**src/rtl/pll_profile_sequencer.sv**
```systemverilog
// PLL reconfiguration sequencer: debounces a requested clock profile, programs it
// through the pll_cfg management port, waits for lock and then releases the system reset.
module pll_profile_sequencer #(
  parameter int NUM_PROFILES = 4,
  parameter int PW           = 2,
  parameter int DEBOUNCE     = 2,
  parameter int LOCK_BLANK   = 16,
  parameter int LOCK_STABLE  = 64,
  parameter int LOCK_TIMEOUT = 1000000,
  parameter int MAX_RETRY    = 3,
  parameter int RESET_HOLD   = 100000
) (
  input  logic                      clk_sys,
  input  logic                      reset_n,
  input  logic [PW-1:0]             profile,
  input  logic [NUM_PROFILES*32-1:0] frac_table,
  input  logic                      pll_locked,
  input  logic                      cfg_waitrequest,
  output logic                      cfg_write,
  output logic [5:0]                cfg_address,
  output logic [31:0]               cfg_data,
  output logic                      sys_reset_n,
  output logic [PW-1:0]             cur_profile,
  output logic                      busy,
  output logic                      error
);
  localparam int TW = $clog2(LOCK_TIMEOUT + 1);
  localparam int LW = $clog2(LOCK_STABLE + 1);
  localparam int HW = $clog2(RESET_HOLD + 1);
  localparam int RW = $clog2(MAX_RETRY + 2);

  localparam logic [2:0] BOOT_LOCK = 3'd0, IDLE = 3'd1, W_MODE = 3'd2, W_FRAC = 3'd3,
                         W_START = 3'd4, WAIT_LOCK = 3'd5, HOLD = 3'd6, ERROR = 3'd7;

  logic [2:0]    state;
  logic [PW-1:0] prof_s1, prof_s2, prof_last, tgt, pend_prof, cmp_tgt;
  logic          lock_s1, lock_s2, pend_vld;
  logic [3:0]    deb_cnt;
  logic [TW-1:0] timer;
  logic [LW-1:0] lock_cnt;
  logic [HW-1:0] hold_cnt;
  logic [RW-1:0] retry;
  logic [31:0]   frac_w [NUM_PROFILES];
  logic          deb_ok, in_range, req, lock_ok, timed_out, blanked;

  for (genvar k = 0; k < NUM_PROFILES; k++) begin : g_frac
    assign frac_w[k] = frac_table[32*k +: 32];
  end

  // While idle the comparison point is the live profile; otherwise the one in flight.
  assign cmp_tgt   = (state == IDLE) ? cur_profile : tgt;
  assign deb_ok    = deb_cnt >= 4'(DEBOUNCE);
  assign in_range  = {1'b0, prof_last} < (PW+1)'(NUM_PROFILES);
  assign req       = deb_ok && in_range && (prof_last != cmp_tgt);
  assign lock_ok   = lock_s2 && (lock_cnt == LW'(LOCK_STABLE - 1));
  assign timed_out = timer == TW'(LOCK_TIMEOUT);
  assign blanked   = timer < TW'(LOCK_BLANK);
  assign busy      = (state != IDLE) && (state != ERROR);

  always_ff @(posedge clk_sys or negedge reset_n) begin
    if (!reset_n) begin
      prof_s1 <= '0; prof_s2 <= '0; prof_last <= '0; deb_cnt <= '0;
      lock_s1 <= 1'b0; lock_s2 <= 1'b0;
    end else begin
      prof_s1 <= profile; prof_s2 <= prof_s1;
      lock_s1 <= pll_locked; lock_s2 <= lock_s1;
      if (prof_s2 != prof_last) begin
        prof_last <= prof_s2;
        deb_cnt   <= 4'd1;
      end else if (!deb_ok) begin
        deb_cnt <= deb_cnt + 4'd1;
      end
    end
  end

  always_ff @(posedge clk_sys or negedge reset_n) begin
    if (!reset_n) begin
      state <= BOOT_LOCK; cfg_write <= 1'b0; cfg_address <= '0; cfg_data <= '0;
      sys_reset_n <= 1'b0; cur_profile <= '0; error <= 1'b0;
      tgt <= '0; pend_prof <= '0; pend_vld <= 1'b0;
      timer <= '0; lock_cnt <= '0; hold_cnt <= '0; retry <= '0;
    end else begin
      if ((state == BOOT_LOCK || state == WAIT_LOCK) && !timed_out) timer <= timer + 1'b1;
      if (state == BOOT_LOCK || (state == WAIT_LOCK && !blanked))
        lock_cnt <= !lock_s2 ? '0 : (lock_ok ? lock_cnt : lock_cnt + 1'b1);
      // Requests arriving while a write is in flight are parked until the start write lands.
      if ((state == W_MODE || state == W_FRAC || state == W_START) && req) begin
        pend_vld  <= 1'b1;
        pend_prof <= prof_last;
        retry     <= '0;
      end
      case (state)
        BOOT_LOCK: begin
          if (lock_ok) begin
            state <= HOLD; hold_cnt <= '0;
          end else if (timed_out) begin
            state <= ERROR; error <= 1'b1;
          end
        end
        IDLE: begin
          sys_reset_n <= 1'b1;
          if (req) begin
            tgt <= prof_last; retry <= '0; pend_vld <= 1'b0;
            sys_reset_n <= 1'b0; state <= W_MODE;
          end
        end
        W_MODE: begin
          if (!cfg_write) begin
            cfg_write <= 1'b1; cfg_address <= 6'd0; cfg_data <= '0;
          end else if (!cfg_waitrequest) begin
            cfg_write <= 1'b0; state <= W_FRAC;
          end
        end
        W_FRAC: begin
          if (!cfg_write) begin
            cfg_write <= 1'b1; cfg_address <= 6'd7; cfg_data <= frac_w[tgt];
          end else if (!cfg_waitrequest) begin
            cfg_write <= 1'b0; state <= W_START;
          end
        end
        W_START: begin
          if (!cfg_write) begin
            cfg_write <= 1'b1; cfg_address <= 6'd2; cfg_data <= '0;
          end else if (!cfg_waitrequest) begin
            cfg_write <= 1'b0;
            if (pend_vld || req) begin
              tgt <= req ? prof_last : pend_prof;
              pend_vld <= 1'b0; retry <= '0; state <= W_MODE;
            end else begin
              timer <= '0; lock_cnt <= '0; state <= WAIT_LOCK;
            end
          end
        end
        WAIT_LOCK: begin
          if (req) begin
            tgt <= prof_last; retry <= '0; pend_vld <= 1'b0; state <= W_MODE;
          end else if (lock_ok && !blanked) begin
            cur_profile <= tgt; hold_cnt <= '0; state <= HOLD;
          end else if (timed_out) begin
            if (retry < RW'(MAX_RETRY)) begin
              retry <= retry + 1'b1; state <= W_MODE;
            end else begin
              error <= 1'b1; state <= ERROR;
            end
          end
        end
        HOLD: begin
          if (req) begin
            tgt <= prof_last; retry <= '0; pend_vld <= 1'b0;
            sys_reset_n <= 1'b0; state <= W_MODE;
          end else if (!lock_s2) begin
            hold_cnt <= '0;
          end else if (hold_cnt == HW'(RESET_HOLD - 1)) begin
            sys_reset_n <= 1'b1; state <= IDLE;
          end else begin
            hold_cnt <= hold_cnt + 1'b1;
          end
        end
        ERROR: begin
          sys_reset_n <= 1'b0;
          if (req) begin
            error <= 1'b0; tgt <= prof_last; retry <= '0; pend_vld <= 1'b0;
            state <= W_MODE;
          end
        end
        default: state <= BOOT_LOCK;
      endcase
    end
  end
endmodule

```
**config.mk**
```make
export PLATFORM = sky130hd
export DESIGN_NAME = pll_profile_sequencer
export DESIGN_NICKNAME = d
export VERILOG_FILES = /design/src/rtl/pll_profile_sequencer.sv
export SDC_FILE = /design/constraint.sdc
export NUM_CORES = 1
export LEC_CHECK = 0
export ABC_AREA = 1
export CORE_ASPECT_RATIO = 2
export CORE_MARGIN = 2
export CORE_UTILIZATION = 50
export CTS_CLUSTER_DIAMETER = 80
export DETAILED_ROUTE_END_ITERATION = 12
export PLACE_DENSITY_LB_ADDON = 0.05
export SLEW_MARGIN = 20
export SYNTH_ARGS = -nofsm -noshare
export SYNTH_HDL_FRONTEND = slang
export SYNTH_SLANG_ARGS = --single-unit
```
**constraint.sdc**
```tcl
create_clock -name clk_sys -period 2.3 [get_ports clk_sys]
set_input_delay 0.23 -clock clk_sys [delete_from_list [all_inputs] [get_ports clk_sys]]
set_output_delay 0.23 -clock clk_sys [all_outputs]
set_load 0.02 [all_outputs]
```
==> results.yml <==
cts:
  clkSinkCount: 106
  clkTransAtPathRegs_ns: 0.07
  numCtsBuffers: 9
  htreeDepth: 3
  clk-insertion-delay-late_ns: 0.35
  cts_tree: "done"
  cts-root-buf: "clkbuf_16"
  post_cts_buffers: 0
  clockBufferDepth: 2
worst_hold_path:
  min_from: "pll_locked"
  holdCritPathClass: "in -> reg"
worst_setup_path:
  critical_path.startpoint_type: "flop"
  cp_top_family: "buffers and inverters"
  crit_arrival_ns: 1.98
  path_buf_inv: 2
  cp_slowest_cell: "clkdlybuf4s50_1"
  critPathLaunch: "state[1]$_DFFE_PN0P_"
  max_stage_delay_ns: 0.67
  cp-end-kind: "output port"
  cp_max_fo: 6
  path_cells: "inv_2 -> nand2_2 -> nor2_2 -> nor2_1 -> clkdlybuf4s50_1"
  required_ns: 2.07
  r2r_start: "timer[0]$_DFF_PN0_"
  crit_type: "reg -> out"
global_routing:
  antenna_found_initial: 0
  grt_max_degree: 99
  grt_first_pass_wirelength_um: 32000
  track_usage_pct: 28.0
  grt_pass1_vias: 6848
  overflow: 0
timing:
  clock_skew_ns: 0.00902
  rsz0062_at_grt: "no"
  worst_slew_pin_slew_ns: 0.674
  setup_tns_ns: 0
  clock.fmax_ghz: 0.452
  period_minus_slack_ns: 2.21
  hold_viol: 0
  setup_violations: 0
  fin_crit_sh_pct: 96.2
  relSlewSlack_pct: 55.0
  drv_slew: 0
synth:
  ys_types: 40
  synth_area_per_cell_um2: 7.19
  synth_area_leaders: "dfrtp_1, nand2_1, inv_1"
  synth_cells: 928
  yosys_warnings: 0
  ys_ff_latch: 106
  synth_top_area_share_pct: 39.8
  synth_flop_cell: "dfrtp_1"
  yosysSeqAreaShare_pct: 39.8
  synth_edf_count: 0
  async_flop_share_pct: 100
  yosysTopAreaCell: "dfrtp_1"
  synth_area_mm2: 0.00667
die:
  die_y_um: 167
  row_count: 59
  die_area_mm2: 0.0143
  start_util_pct: 51.3
  chipWidth_um: 85.7
  core_mm2: 0.0130
  io_pins: 178
placement:
  dp_hpwl_um: 15100
  port_buffers: 174
  dpl_cell_area_mm2: 0.00860
  globalplace.congestion: 0.972
detailed_routing:
  vias: 6844
  drt_wl_total_um: 19700
  drc: 0
  via_per_inst: 5.47
  wl_per_cell_um: 15.7
  drt-pass1-iter-count: 4
  drt_iter0_drc: 404
  ant_nets: 0
layout:
  areaGrowthSynthToFinish_pct: 34.0
  final_cell_mix: "nand2_1, clkdlybuf4s50_1, inv_1"
  n_fill_cell: 1134
  diodes: 0
  final_common_cell: "nand2_1"
  design_area_mm2: 0.00894
  final_nets: 1236
  layout-drive-gt1-share_pct: 5.64
flow_run:
  drv_cap: 0
outcome:
  status: "finished, final reports clean"
power_and_ir_drop:
  irDropWorstVdd_mv: 0.440
  leakage_nw: 4.23
  power.density_mw_per_mm2: 495
[cells in the mapped netlist (17+ instances only)]
| cell | count |
|---|---|
| a21oi_1 | 40 |
| a32o_1 | 32 |
| clkbuf_1 | 26 |
| dfrtp_1 | 106 |
| inv_1 | 124 |
| nand2_1 | 230 |
| nand3_1 | 88 |
| nand4_1 | 18 |
| nor2_1 | 73 |
| nor3_1 | 17 |
| o211ai_1 | 17 |
| o21ai_0 | 65 |
[what timing repair did]
| action | CTS | global route |
|---|---|---|
| resized for setup | 0 | 3 |
| hold buffers | 1 | 0 |
| endpoints found under the hold margin | 36 | 0 |
| endpoints found under the setup margin | 0 | 6 |
[path summary, 6_finish.rpt]
path / to / slack, ns / depth (start not counted)
min: lock_s1$_DFF_PN0_ / 0.31 / 1
max in group asynchronous: tgt[0]$_DFFE_PN0P_ / 1.20 / 3
max: busy / 0.09 / 5
min in group asynchronous: timer[9]$_DFF_PN0_ / 0.39 / 2
max reg2reg: timer[3]$_DFF_PN0_ / 0.24 / 11
min reg2reg: lock_s2$_DFF_PN0_ / 0.36 / 0
[cells by family (layout without fill, tap and decap cells)]
kind of cell               count (synthesis)  after routing  synth area share (%)
other                                      1              3                0.0562
buffers and inverters                    172            342                  10.5
and+or+nand+nor                          445            445                  28.6
DFF                                      106            106                  39.8
adders and majority gates                  7              7                  1.31
muxes                                      1              1                 0.150
xor gates and xnor gates                  20             20                  2.63
AOI/OAI and AO/OA                        176            176                  17.0
[area by class of cell]
| cell class | instances | area, um2 | share of cell area, % |
|---|---|---|---|
| Multi-Input combinational cell | 652 | 3320 | 37.2 |
| Tap cell | 152 | 190 | 2.13 |
| Sequential cell | 106 | 2660 | 29.7 |
| Inverter | 128 | 484 | 5.42 |
| Clock inverter | 5 | 86.3 | 0.966 |
| Timing Repair Buffer | 198 | 1960 | 21.9 |
| Clock buffer | 11 | 243 | 2.72 |
[layer usage]
| metal | vias to the layer above | global-route usage [%] | share of wire [%] |
|---|---|---|---|
| met5 | - | 0 | 0 |
| met4 | 0 | 13.7 | 4.4 |
| met3 | 60 | 5.67 | 5.5 |
| met2 | 235 | 52.0 | 54 |
| met1 | 3152 | 29.0 | 36 |
| li1 | 3397 | - | - |
[registers in the layout (all words and copies together) (netlist names), 3 cells and up]
signal    flops
state         3
timer        20
hold_cnt     17
lock_cnt      7
cfg_data     32
retry         3
deb_cnt       4
[power breakdown]
group / total [mW] / switching [mW] / internal (mW)
clock: 1.72 / 0.725 / 0.994
combinational: 0.768 / 0.404 / 0.365
sequential: 1.94 / 0.0373 / 1.90
[metrics by stage]
stage | setup slack [ns] | hold WS (ns) | power, mW | utilization [%] | cells
after CTS | 0.0582 | 0.305 | 4.46 | 68.8 | 1252
after global placement | 0.0922 | 0.236 | 2.73 | 66.2 | 1235
final | 0.0863 | 0.314 | 4.43 | 68.8 | 1252
after global routing | 0.0138 | 0.318 | 4.62 | 68.8 | 1252
after detailed placement | 0.142 | 0.238 | 2.75 | 66.2 | 1235
after floorplan | 0.547 | -0.0656 | 2.36 | - | 930
(Power assumes the default switching activity.)
